===== src/rtl/lsu_rmw_pkg.sv =====
// Shared size codes, FSM encodings and alignment helper for the load/store unit.
// Pure definitions, no timing; imported by every lsu_rmw file.
package lsu_rmw_pkg;

  localparam logic [1:0] SZ_B = 2'b00;
  localparam logic [1:0] SZ_H = 2'b01;
  localparam logic [1:0] SZ_W = 2'b10;

  localparam logic [1:0] ST_IDLE   = 2'b00;
  localparam logic [1:0] ST_ACCESS = 2'b01;
  localparam logic [1:0] ST_WRITE  = 2'b10;
  localparam logic [1:0] ST_DONE   = 2'b11;

  // Size code 11 behaves as a word access everywhere.
  function automatic logic misaligned(input logic [1:0] size, input logic [1:0] ofs);
    if (size[1])
      return (ofs != 2'b00);
    else if (size == SZ_H)
      return ofs[0];
    else
      return 1'b0;
  endfunction

endpackage


===== src/rtl/lsu_rmw_lane.sv =====
// Lane steering: extracts/extends a sub-word load and merges a sub-word store into a word.
// Purely combinational (zero latency), no flow control.
module lsu_rmw_lane
  import lsu_rmw_pkg::*;
(
  input  logic [31:0] word_i,
  input  logic [1:0]  ofs_i,
  input  logic [1:0]  size_i,
  input  logic        sgn_i,
  input  logic [31:0] din_i,
  output logic [31:0] load_o,
  output logic [31:0] merged_o
);

  logic [7:0]  byte_v;
  logic [15:0] half_v;

  always_comb begin
    byte_v   = word_i[7:0];
    half_v   = ofs_i[1] ? word_i[31:16] : word_i[15:0];
    load_o   = word_i;
    merged_o = din_i;
    case (ofs_i)
      2'b00: byte_v = word_i[7:0];
      2'b01: byte_v = word_i[15:8];
      2'b10: byte_v = word_i[23:16];
      default: byte_v = word_i[31:24];
    endcase
    if (size_i == SZ_B) begin
      load_o = {{24{sgn_i & byte_v[7]}}, byte_v};
      case (ofs_i)
        2'b00: merged_o = {word_i[31:8], din_i[7:0]};
        2'b01: merged_o = {word_i[31:16], din_i[7:0], word_i[7:0]};
        2'b10: merged_o = {word_i[31:24], din_i[7:0], word_i[15:0]};
        default: merged_o = {din_i[7:0], word_i[23:0]};
      endcase
    end else if (size_i == SZ_H) begin
      load_o   = {{16{sgn_i & half_v[15]}}, half_v};
      merged_o = ofs_i[1] ? {din_i[15:0], word_i[15:0]} : {word_i[31:16], din_i[15:0]};
    end
  end

endmodule


===== src/rtl/lsu_rmw.sv =====
// Load/store initiator: one request at a time, read-modify-write for sub-word stores.
// Latency 1 (misaligned) / 2 (load, word store) / 3 (sub-word store); req ignored unless ready.
module lsu_rmw
  import lsu_rmw_pkg::*;
(
  input  logic        clk,
  input  logic        reset,
  input  logic        req,
  input  logic        we,
  input  logic [1:0]  size,
  input  logic        sgn,
  input  logic [31:0] addr,
  input  logic [31:0] din,
  input  logic [31:0] pc,
  output logic        ready,
  output logic        done,
  output logic        err,
  output logic [31:0] dout,
  output logic [31:0] memAdr,
  output logic        memWrite,
  output logic [31:0] wdata,
  output logic [31:0] wPc,
  input  logic [31:0] memOut
);

  logic [1:0]  state_q, state_d;
  logic        we_q, sgn_q, err_q;
  logic [1:0]  size_q, ofs_q;
  logic [31:0] din_q, dout_q, adr_q, wdata_q, pc_q;
  logic [31:0] load_val, merged_val;
  logic        accept, req_mis, sub_store;

  assign accept    = (state_q == ST_IDLE) && req;
  assign req_mis   = misaligned(size, addr[1:0]);
  assign sub_store = we_q && !size_q[1];

  lsu_rmw_lane u_lane (
    .word_i   (memOut),
    .ofs_i    (ofs_q),
    .size_i   (size_q),
    .sgn_i    (sgn_q),
    .din_i    (din_q),
    .load_o   (load_val),
    .merged_o (merged_val)
  );

  always_comb begin
    state_d = state_q;
    case (state_q)
      ST_IDLE:   if (req) state_d = req_mis ? ST_DONE : ST_ACCESS;
      ST_ACCESS: state_d = sub_store ? ST_WRITE : ST_DONE;
      ST_WRITE:  state_d = ST_DONE;
      default:   state_d = ST_IDLE;
    endcase
  end

  always_ff @(posedge clk) begin
    if (reset) begin
      state_q <= ST_IDLE;
      we_q    <= 1'b0;
      sgn_q   <= 1'b0;
      err_q   <= 1'b0;
      size_q  <= SZ_B;
      ofs_q   <= 2'b00;
      din_q   <= '0;
      dout_q  <= '0;
      adr_q   <= '0;
      wdata_q <= '0;
      pc_q    <= '0;
    end else begin
      state_q <= state_d;
      if (accept) begin
        we_q   <= we;
        sgn_q  <= sgn;
        size_q <= size;
        ofs_q  <= addr[1:0];
        din_q  <= din;
        pc_q   <= pc;
        err_q  <= req_mis;
        // A misaligned request never reaches the memory port, so its address/data stay put.
        if (!req_mis) begin
          adr_q   <= {addr[31:2], 2'b00};
          wdata_q <= din;
        end
      end
      if (state_q == ST_ACCESS) begin
        if (!we_q)
          dout_q <= load_val;
        else if (sub_store)
          wdata_q <= merged_val;
      end
    end
  end

  assign ready    = (state_q == ST_IDLE);
  assign done     = (state_q == ST_DONE);
  assign err      = done && err_q;
  assign dout     = dout_q;
  assign memAdr   = adr_q;
  assign wdata    = wdata_q;
  assign wPc      = pc_q;
  // Gated by reset so an aborted RMW can never commit on the reset edge.
  assign memWrite = !reset &&
                    (((state_q == ST_ACCESS) && we_q && size_q[1]) || (state_q == ST_WRITE));

endmodule


===== config.mk =====
export PLATFORM = sky130hd
export DESIGN_NAME = lsu_rmw
export DESIGN_NICKNAME = d
export VERILOG_FILES = /design/src/rtl/lsu_rmw_pkg.sv /design/src/rtl/lsu_rmw_lane.sv /design/src/rtl/lsu_rmw.sv
export SDC_FILE = /design/constraint.sdc
export NUM_CORES = 1
export LEC_CHECK = 0
export CORE_UTILIZATION = 42
export CTS_CLUSTER_SIZE = 8
export DETAILED_ROUTE_END_ITERATION = 8
export PLACE_DENSITY_LB_ADDON = 0.05
export SETUP_SLACK_MARGIN = 0.02
export SLEW_MARGIN = 0
export SYNTH_ARGS = -nofsm -noshare
export SYNTH_HDL_FRONTEND = slang
export SYNTH_HIERARCHICAL = 1
export SYNTH_SLANG_ARGS = --single-unit

===== constraint.sdc =====
create_clock -name clk -period 1.6 [get_ports clk]
set_input_delay 0.48 -clock clk [delete_from_list [all_inputs] [get_ports clk]]
set_output_delay 0.48 -clock clk [all_outputs]
set_load 0.02 [all_outputs]

---- After elaboration in Yosys (flattened, before gate mapping) ----
Cells that the tools add are included.
word-level totals
  bits in registers ....................... 167
  bits of input ports ..................... 135
  output and inout bits ................... 132
  word-level logic and storage cells ...... 57
cells by class
  eq/ne operators ......................... 8
  multiplexer cells ....................... 19
  bitwise gates (word level) .............. 4
  reduce and logical (&&, ||, !) cells .... 15
operators with widths
  kind                  count
  $mux W32              10
  $pmux W32 S3          1
  $pmux W8 S3           1
  $mux W16              1
  $eq A2 B1 Y1 const B  4
  $eq A2 B2 Y1 const B  3
  $logic_and A1 B1 Y1   6
  $logic_not A2 Y1      3
  $pmux W2 S3           1
  $mux W2               2
  $reduce_and A2 Y1     2
  $mux W1               3
  $and A1 B1 Y1         2
  $logic_not A1 Y1      2
  $ne A2 B2 Y1 const B  1
  $not A1 Y1            2
  $reduce_bool A2 Y1    1
  $logic_or A1 B1 Y1    1

---- Longest topological paths before layout ----
Gate-level depths: netlist of the first run.
  depth after elaboration ................. 8
  gate-level depth with buffers ........... 8
  mapped depth without buffers ............ 6

---- Cells and area by module ----
Netlist of the first run, hierarchy kept.
by module, submodules not included
  module        instances  cells each  area each (µm²)  sequential area each (µm²)
  lsu_rmw       1          826         6581.3           3343.2
  lsu_rmw_lane  1          256         1737.9           0.0

---- Worst setup path before layout of the first run ----
No wires, ideal clock.
  kind .................................... reg-to-reg
  start ................................... register state_q[0]
  end ..................................... register adr_q[15] (netlist: memAdr[15])
  setup time .............................. 0.068 ns
  arrival time ............................ 1.666 ns
  required time ........................... 1.532 ns
  path slack .............................. -0.134 ns
  stages on the path, launching flop included .. 9
  buffers on the path ..................... 2
  clock period less this slack ............ 1.734 ns
  path through ............................ dfxtp_1 inv_1 ha_1 and2_1 buf_2 o21ai_2 clkbuf_1 nand2_1 a21oi_2
on the way
  cells in the longest elaborated chain, start to end .. 3
RTL lines
  item                                line           RTL
  from (decl)                         lsu_rmw.sv:26  logic [1:0] state_q, state_d;
  from (signal assigned)              lsu_rmw.sv:71  state_q <= state_d;
  $logic_not A2 Y1                    -
  via ready                           lsu_rmw.sv:15  output logic ready,
  $logic_and A1 B1 Y1                 lsu_rmw.sv:33  assign accept = (state_q == ST_IDLE) && req;
  $reduce_and A2 Y1 (no source line)  -
  to (signal assigned)                lsu_rmw.sv:82  adr_q <= {addr[31:2], 2'b00};
  to (decl)                           lsu_rmw.sv:29  logic [31:0] din_q, dout_q, adr_q, wdata_q, pc_q;
The timed path passes the listed nets, and every way through them passes these cells.
A chain may end at the register's enable or synchronous reset.

---- Worst setup path after layout of the first run ----
  start ................................... register state_q[0]
  end ..................................... output port memWrite
on the way
  cells in the longest elaborated chain, start to end .. 5
  elaborated cells on any way between the ends .. 6
  those cells by class .................... eq/ne (2); reduce/logical (4)
RTL lines
  item                               line            RTL
  $eq A2 B1 Y1                       lsu_rmw.sv:104  (((state_q == ST_ACCESS) && we_q && size_q[1]) || (state_q == ST_WRITE));
  $logic_and A1 B1 Y1 (2 in series)  lsu_rmw.sv:104
  $logic_or A1 B1 Y1 (*)             lsu_rmw.sv:104
  $logic_and A1 B1 Y1 (*)            lsu_rmw.sv:103  assign memWrite = !reset &&
  to (decl)                          lsu_rmw.sv:20   output logic memWrite,
Mark *: on every way between the ends. The rest lies on a longest branch, timed or not.

==> results.py, run 1 <==
metrics = {
    "clock_tree": {
        "clk_pin_slew_ps": 70,
        "clock_path_buffers": 2,
        "htreeDepth": 4,
        "cts_sinks": 167,
        "cts_tree": "done",
        "cts_root_buffer": "clkbuf_16",
        "cts-buffers-inserted": 17,
        "clkLatencyLatePin_ps": 440,
        "hold_buffers": 0,
    },
    "logic_synthesis": {
        "netlist.area_leader.share_pct": 40.2,
        "yosysWarningCount": 6,
        "yosys.area.top_type": "dfxtp_1",
        "ys_ff_latch": 167,
        "avgSynthCellArea_um2": 7.69,
        "yosys-top-cells-area": "dfxtp_1 40%, nand2_1 14%, a21oi_1 9.2%, nand3_1 4.6%, a221oi_1 2.8%",
        "seq_area_frac_synth_pct": 40.2,
        "synth_edf_count": 0,
        "synth_top_flop_cell": "dfxtp_1",
        "syn-cell-area_um2": 8320,
        "async_flop_share_pct": 0,
        "yosysMostFrequentCell": "nand2_1",
        "synth_cell_type_count": 53,
        "synth_cells": 1082,
        "ys_top_cells_by_count": "302 x nand2_1, 167 x dfxtp_1, 153 x a21oi_1",
    },
    "floorplanning": {
        "initial_core_util_pct": 42.7,
        "die_width_um": 143,
        "ios": 267,
        "core_area_um2": 19500,
        "die_h_um": 143,
        "die_area_um2": 20400,
        "rows": 51,
    },
    "critical_path": {
        "start_kind": "flop",
        "path_class": "flop to output pin",
        "worstPathMaxFanout": 4,
        "crit_arrival_ps": 1380,
        "cp-end-kind": "output pin",
        "critPathRequiredTime_ps": 1120,
    },
    "global_route": {
        "track_usage_pct": 31.5,
        "grt_max_degree": 67,
        "gr-total-overflow": 0,
        "antenna_found_initial": 0,
        "grt_pass1_vias": 9102,
        "grt_pass1_wl_mm": 49.2,
    },
    "timing": {
        "finalClockSkew_ps": 9.64,
        "slew_headroom_pct": 37.0,
        "maxSlewViolCount": 0,
        "setup_viol": 159,
        "worst_pin_slew_ps": 945,
        "final.setup.worst_slack_ps": -264,
        "fin_crit_sh_pct": 116,
        "fmax_mhz": 537,
        "period_needed_ps": 1860,
        "rsz0062_at_grt": "yes",
        "hold_viol": 0,
    },
    "pwr": {
        "finalPower_mw": 20.1,
        "leakage_nw": 5.85,
        "power.density_nw_per_um2": 1340,
        "switching_share_pct": 38.1,
        "p_comb_share_pct": 49.2,
        "p_seq_share_pct": 28.4,
        "vdd_ir_drop_max_v": 0.000985,
        "clockPowerShare_pct": 22.3,
        "p_sw_mw": 7.66,
        "p_int_mw": 12.4,
    },
    "finish": {
        "drive_above_1_share_pct": 40.8,
        "nets": 1564,
        "synthToLayoutAreaGrowth_pct": 79.9,
        "n_antenna_cell": 0,
        "final_core_util_pct": 76.9,
        "n_fill_cell": 1392,
    },
    "placement": {
        "gp_congestion": 0.950,
        "hpwl_mm": 21.1,
        "portBuffers": 264,
    },
    "routing": {
        "wl_met1_mm": 13.6,
        "drcViolationCount": 0,
        "drt_wl_total_mm": 34.2,
        "met3_length_mm": 2.42,
        "dr.pass1.iters": 8,
        "antenna_left": 0,
        "num_vias": 9611,
        "topRoutingLayerUsed": "met4",
        "wl_per_cell_um": 20.1,
        "drtIter0Drc": 682,
        "vias_per_cell": 5.64,
        "met2_wirelength_mm": 17.2,
    },
    "status": {
        "violations": "negative setup slack",
        "status": "finished, violations left",
    },
    "worst_hold_path": {
        "hold_path_class": "flop to flop",
    },
    "job": {
        "drv_cap": 0,
    },
}
==> worst max-delay path: stages, from the launching register on <==
cell and delay (ps):
dfxtp_4 400, inv_4 50, ha_4 160, a31oi_4 160, nor2_4 60, buf_6 130
==> layout by cell type, fill, tap and decap left out, drive strengths merged, types with 11 or more instances in the layout <==
cell type	count
nand3	78
nand2b	16
nand2	303
clkdlybuf4s50	125
buf	167
o21ai	12
dfxtp	167
a311oi	27
clkdlybuf4s15	104
nor2b	24
a21oi	158
a211oi	13
nor2	47
clkbuf	37
inv	11
a221oi	27
==> path summary, 6_finish.rpt <==
path | startpoint | endpoint | slack (ps) | cells after the start
worst min register to register | dout[16]$_SDFFE_PP0P_ | dout[16]$_SDFFE_PP0P_ | 450 | 2
worst min-delay path | dout[16]$_SDFFE_PP0P_ | dout[16]$_SDFFE_PP0P_ | 450 | 2
worst max register to register | state_q[1]$_SDFFE_PP0P_ | wdata[8]$_SDFF_PP0_ | -240 | 10
worst max-delay path | state_q[0]$_SDFFE_PP0P_ | memWrite | -260 | 5
==> power by group through the flow <==
stage          clock, mW  combinational (mW)  sequential (mW)
3_3_place_gp           0                6.89             5.58
6_report            4.49                9.90             5.72
4_1_cts             4.52                8.52             5.60
5_1_grt             4.69                10.5             5.81
2_1_floorplan          0                3.28             6.16
3_5_place_dp           0                6.94             5.62
==> registers in the layout (all words and copies together), names as in the netlist <==
name	cells
din_q	32
we_q	1
memAdr	30
err_q	1
state_q	2
wPc	32
ofs_q	2
wdata	32
sgn_q	1
size_q	2
dout	32
==> logic make-up (layout without fill, tap and decap cells) <==
family          count (synthesis)  count (layout)  synth area share [%]
buf+inv                       105             460                  6.36
simple gates                  507             507                  27.3
flops                         167             167                  40.2
fa+ha+maj                       4               4                 0.602
compound gates                281             281                  22.1
mux                            17              17                  3.38
other cells                     1               2                0.0451
==> what timing repair did <==
action | 4_1_cts | 5_1_grt
buffers inserted | 13 | 21
pin swaps | 32 | 127
cloned | 22 | 6
endpoints found under the setup margin | 293 | 264
gates resized for setup | 432 | 361
==> layer usage <==
metal,vias to the layer above,track usage [%]
met2,438,53.4
met4,0,12.2
met1,4620,38.2
met5,-,0
li1,4475,-
met3,78,7.81
==> metrics by stage <==
step	hold WS (ps)	setup WS, ps	setup TNS (ps)	instances	area (um^2)
floorplan	431	2.20	0	1083	8370
global placement	441	-443	-52620	1622	11800
detailed placement	446	-500	-57390	1622	11800
CTS	452	-270	-18050	1689	13600
global route	467	-308	-24350	1703	15000
finish	450	-264	-15380	1703	15000
==> cell type report <==
| type | count | area, um^2 | share of cell area, % |
|---|---|---|---|
| inverter | 4 | 20.0 | 0.134 |
| sequential | 167 | 3370 | 22.5 |
| clock inverter | 13 | 184 | 1.23 |
| tap | 265 | 332 | 2.22 |
| timing repair buffer | 424 | 4690 | 31.4 |
| clock buffer | 19 | 443 | 2.96 |
| multi-input combinational | 811 | 5920 | 39.6 |
Power figures use the tool's default switching activity.
==> inputs of run 2 (changes only) <==
Settings changed: PLACE_DENSITY set to 0.77, PLACE_DENSITY_LB_ADDON 0.05 to not set.
==> run 2 against run 1 <==
The run still ends with negative setup slack left. Sequential share of layout area up 2.7 points. Worst hold slack better by 3.9 ps. Via count up 1.7%. Sequential power down 2%. Combinational power down 18%.
==> results.py, run 2 (synthesis gave the netlist of run 1 again) <==
metrics = {
    "clock_tree": {
        "htreeDepth": 4,
        "cts_root_buffer": "clkbuf_16",
        "clock_path_buffers": 2,
        "cts-buffers-inserted": 17,
        "clk_pin_slew_ps": 70,
        "clkLatencyLatePin_ps": 440,
        "cts_sinks": 167,
        "hold_buffers": 0,
        "cts_tree": "done",
    },
    "pwr": {
        "p_sw_mw": 6.92,
        "p_comb_share_pct": 44.8,
        "p_seq_share_pct": 30.9,
        "vdd_ir_drop_max_v": 0.000945,
        "p_int_mw": 11.3,
        "leakage_nw": 5.19,
        "power.density_nw_per_um2": 1370,
        "clockPowerShare_pct": 24.4,
        "switching_share_pct": 38.0,
    },
    "global_route": {
        "grt_pass1_vias": 9205,
        "gr-total-overflow": 0,
        "use_met2_pct": 52.1,
        "use_met1_pct": 38.5,
        "grt_pass1_wl_mm": 49.5,
        "antenna_found_initial": 0,
        "track_usage_pct": 31.4,
        "grt_max_degree": 102,
        "grt_use_met3_pct": 7.95,
        "top_usage_layer": "met2",
    },
    "finish": {
        "final_core_util_pct": 68.5,
        "layoutNonFillerInstCount": 1688,
        "n_antenna_cell": 0,
        "synthToLayoutAreaGrowth_pct": 60.4,
        "layout_common_cells": "293 x nand2_1, 158 x dfxtp_1, 133 x a21oi_1",
        "nets": 1549,
        "layout_commonest_cell": "nand2_1",
        "drive_above_1_share_pct": 28.8,
    },
    "timing": {
        "fin_crit_sh_pct": 118,
        "finalClockSkew_ps": 12.0,
        "worst_pin_slew_ps": 758,
        "hold_viol": 0,
        "rsz0062_at_grt": "yes",
        "setup_viol": 123,
        "slew_headroom_pct": 49.4,
        "period_needed_ps": 1890,
        "fmax_mhz": 528,
        "maxSlewViolCount": 0,
        "final.setup.worst_slack_ps": -295,
    },
    "placement": {
        "pre_cts_ws_ps": -512,
        "hpwl_mm": 21.5,
        "gp_congestion": 0.969,
        "portBuffers": 264,
        "placed_cells": 1621,
    },
    "routing": {
        "dr.pass1.iters": 6,
        "drt_wl_total_mm": 33.0,
        "drtIter0Drc": 1096,
        "vias_per_cell": 5.79,
        "wl_per_cell_um": 19.6,
        "num_vias": 9779,
        "drcViolationCount": 0,
        "antenna_left": 0,
    },
    "status": {
        "violations": "negative setup slack",
        "status": "finished, violations left",
    },
    "critical_path": {
        "path_cells": "buf_6, ha_4, buf_6, and2_4, buf_6",
        "cp-end-kind": "output pin",
        "max_stage_delay_ps": 340,
        "path_class": "flop to output pin",
        "worstPathMaxFanout": 3,
        "worstPathBufferInverterCount": 3,
        "crit_slowest_cell": "dfxtp_2",
        "crit_top_cell": "buf_6",
        "crit_arrival_ps": 1410,
        "critPathRequiredTime_ps": 1120,
        "start_kind": "flop",
        "path_delay_family": "buffers and inverters",
    },
    "floorplanning": {
        "initial_core_util_pct": 42.7,
        "rows": 51,
        "core_area_um2": 19500,
        "die_h_um": 143,
        "die_width_um": 143,
        "ios": 267,
        "die_area_um2": 20400,
    },
    "worst_hold_path": {
        "hold_path_class": "flop to flop",
    },
    "job": {
        "drv_cap": 0,
    },
}
run 2: metrics by stage:
step	total power [mW]	cell area, um^2	hold slack, ps	TNS (ps)
finish	18.2	13300	454	-16070
global route	19.0	13300	478	-23190
CTS	17.8	13200	453	-15630
detailed placement	12.6	11900	444	-59520
global placement	12.5	11900	441	-53840
floorplan	9.45	8370	431	0
run 2: per-layer routing:
layer | vias to the layer above | wire, um | share of wire [%]
met1 | 4603 | 12700 | 39
met2 | 622 | 15600 | 47
met5 | - | 0 | 0
met4 | 0 | 1300 | 3.9
met3 | 111 | 3370 | 10
li1 | 4443 | - | -
run 2: power groups by stage:
stage          sequential [mW]  clock [mW]  combinational [mW]
5_1_grt                   5.71        4.66                8.64
2_1_floorplan             6.16           0                3.28
3_3_place_gp              5.60           0                6.93
6_report                  5.62        4.44                8.15
4_1_cts                   5.59        4.44                7.73
3_5_place_dp              5.63           0                7.02
run 2: path summary, 6_finish.rpt:
kind,from,to,slack [ps],cells after the start
max,state_q[0]$_SDFFE_PP0P_,err,-290,5
min,wPc[5]$_SDFFE_PP0N_,wPc[5]$_SDFFE_PP0N_,450,2
max reg2reg,state_q[1]$_SDFFE_PP0P_,wdata[2]$_SDFF_PP0_,-270,11
min reg2reg,wPc[5]$_SDFFE_PP0N_,wPc[5]$_SDFFE_PP0N_,450,2
run 2: tightest hold or removal path: cells and delay by family, from the launching register on:
kind | cells | cell delay [ps]
DFF | 1 | 310
and+or+nand+nor | 1 | 50
AOI/OAI and AO/OA | 1 | 50
run 2: final cells by class:
class,count,area [um^2]
clock inverters,14,185
repair buffers,405,4010
well taps,265,332
clock buffers,18,429
inverters,4,15.0
multi-input cells,815,5010
flip-flops and latches,167,3360
fillers,1472,6120
run 2: repair_timing:
item / CTS / global route
pin swaps: 29 / 23
buffers inserted: 11 / 10
resized for setup: 410 / 109
cloned: 11 / 3
setup endpoints to repair: 258 / 261
==> RTL edit: new RTL, settings of run 2 <==
Make the reset (`reset`) asynchronous in one clocked block.
--- a/src/rtl/lsu_rmw.sv
+++ b/src/rtl/lsu_rmw.sv
@@ -56,3 +56,3 @@
 
-  always_ff @(posedge clk) begin
+  always_ff @(posedge clk or posedge reset) begin
     if (reset) begin
Behaviour: differs if reset is asserted again (counterexample within 4 cycles, from zero or initial values and one cycle with reset high); with reset held inactive, the same outputs for 4 cycles.
==> RTL edit against run 2 <==
  * The run still ends with setup timing left
  * Worst setup slack worse by 0.057 ns
  * Synthesized area increased by 6.0%
  * Synthesized cell count is 16% lower
  * Routed wire length up 9.9%
  * Cell area increased by 15%
  * Core utilization rose by 6.8 points
  * Global-route usage fell by 0.20 points
  * Maximum frequency decreased by 2.9%
  * Sequential cell count unchanged
  * Critical path type unchanged
Power is not compared: it rests on default switching activity, and its combinational part moved more than twofold at a synthesized area within 25%.
==> RTL edit: results (changes against run 2) <==
Comb power frac=0.604; Max Buffers Root-to-Sink=2 (unchanged); Post-synth top cells=246 x nand2_1, 167 x dfrtp_1, 51 x a21oi_1; register area share after synthesis=0.474 (+0.0722); number of global-route vias before repair=9353 (+1.6%); Setup violations, final=171 (+39%); Tot Pwr=0.0311 W; first-pass iteration count of the detailed router=7 (+1); H-tree depth=4 (unchanged); pin count of the biggest net entering global routing=52 (-49%); Worst Hold Class=register to register; Yosys warnings=6 (unchanged); placed cells=1468 (-9.4%); sw frac=0.428; Worst Path Max Fanout=3 (unchanged); Post-DP Area=0.0127 sq mm (+7.2%); status=finished with violations; Place WS=-0.649 ns (-0.137 ns); DP HPWL=21300 um (-1.3%); Vias/cell=5.84 (+0.81%); cts bufs inserted=17 (unchanged); first-pass GRT wire length=51600 um (+4.3%); Register-to-Register Setup Slack=-0.31 ns (-0.04 ns); vias=9128 (-6.7%); IO Port Bufs=264 (unchanged); Detailed Route Iter0 Violations=779 (-29%); Mapped Cells=909 (-16%); # nets final=1418 (-8.5%); clock root buffer=clkbuf_16; share of layout cells above drive strength 1=0.515 (+0.227); routability cong.=0.969 (about the same); crit-path max cell delay=0.43 ns (+0.09 ns); initial antenna violation count=1 (+1); peak supply drop=1.13 mV; total global-route track usage=0.312 (-0.00199); Pleak=7.01 nW; Cell variety after synth=48 (-9.4%); Slowest cell on crit path=dfrtp_1; dominant cells by area after synthesis=dfrtp_1 47%, nand2_1 10%, mux2_2 5.1%; Clk Latency, worst-skew pair=0.44 ns (about the same); final setup TNS=-38.22 ns (-22.15 ns); Detailed Route WL=36300 um (+9.9%); fin worst setup slack=-0.351 ns (-0.0567 ns); Clock Skews=0.0199 ns (+0.00792 ns); sequential share of power=0.264; Critical Path AT=1.47 ns (+0.06 ns); Async S/R FF share, synth=1.00 (+1.00); FILL cells=1315 (-11%); failing checks=setup timing
-- RTL edit: changes by cell type after synthesis, sizes merged, moves of 5 or more --
cell,before,now
dfrtp,0,167
nor2,47,42
mux2,9,71
nand2,303,246
clkbuf,44,31
a221oi,27,0
a211oi,13,7
o31ai,0,33
a311oi,27,0
dfxtp,167,0
nand3,78,25
buf,57,50
a41oi,0,32
a21oi,158,51
-- RTL edit: logic make-up after synthesis --
group	count (synthesis)	share of synthesized area
buffers and inverters	86	0.0502
AND/OR/NAND/NOR	390	0.200
flip-flops	167	0.474
AO/OA/AOI/OAI	182	0.146
other	1	0.000425
adder cells (fa/ha/maj)	4	0.00568
multiplexers	79	0.123
-- RTL edit: area by class of cell --
| class | instances | area share |
|---|---|---|
| well taps | 270 | 0.0220 |
| repair buffers | 431 | 0.287 |
| multi-input cells | 657 | 0.380 |
| diodes | 1 | 0.000163 |
| clock buffers | 20 | 0.0303 |
| clock inverters | 12 | 0.00707 |
| inverters | 5 | 0.00146 |
| flip-flops and latches | 167 | 0.272 |
-- RTL edit: what timing repair did --
item / CTS / global route
setup endpoints to repair: 271 / 247
gates cloned: 23 / 1
buffers inserted: 31 / 19
gates resized for setup: 592 / 320
pin swaps: 82 / 142
-- RTL edit: path summary, 6_finish.rpt --
check | from | end | cells past startpoint
setup / recovery | state_q[1]$_DFFE_PP0P_ | ready | 5
hold / removal | wPc[0]$_DFFE_PP0N_ | wPc[0]$_DFFE_PP0N_ | 2
setup reg to reg | state_q[0]$_DFFE_PP0P_ | wdata[13]$_DFF_PP0_ | 11
hold reg to reg | wPc[0]$_DFFE_PP0N_ | wPc[0]$_DFFE_PP0N_ | 2
max in group asynchronous | reset | memAdr[17]$_DFFE_PP0P_ | 5
min in group asynchronous | reset | din_q[31]$_DFFE_PP0N_ | 4
-- RTL edit: per-stage QoR --
step / util / hold slack, ns
6_report: 0.753 / 0.482
5_1_grt: 0.753 / 0.501
4_1_cts: 0.738 / 0.478
3_5_place_dp: 0.622 / 0.457
3_3_place_gp: 0.622 / 0.453
2_1_floorplan: - / 0.437
-- RTL edit: worst register-to-register path, stage by stage, from the launching register on --
cell and delay (ns):
dfrtp_2 0.45, inv_2 0.10, buf_6 0.11, ha_4 0.13
buf_6 0.11, buf_6 0.09, buf_6 0.10, nand2_8 0.09
buf_12 0.16, buf_16 0.15, o31ai_4 0.21, a21oi_2 0.09
-- RTL edit: metal layers --
layer  vias up  part of all wire  track usage
met5         -           0.00030            0
met4         2             0.052        0.149
met3       148             0.083       0.0699
met2       565              0.49        0.528
met1      4479              0.38        0.377
li1       3934                 -            -
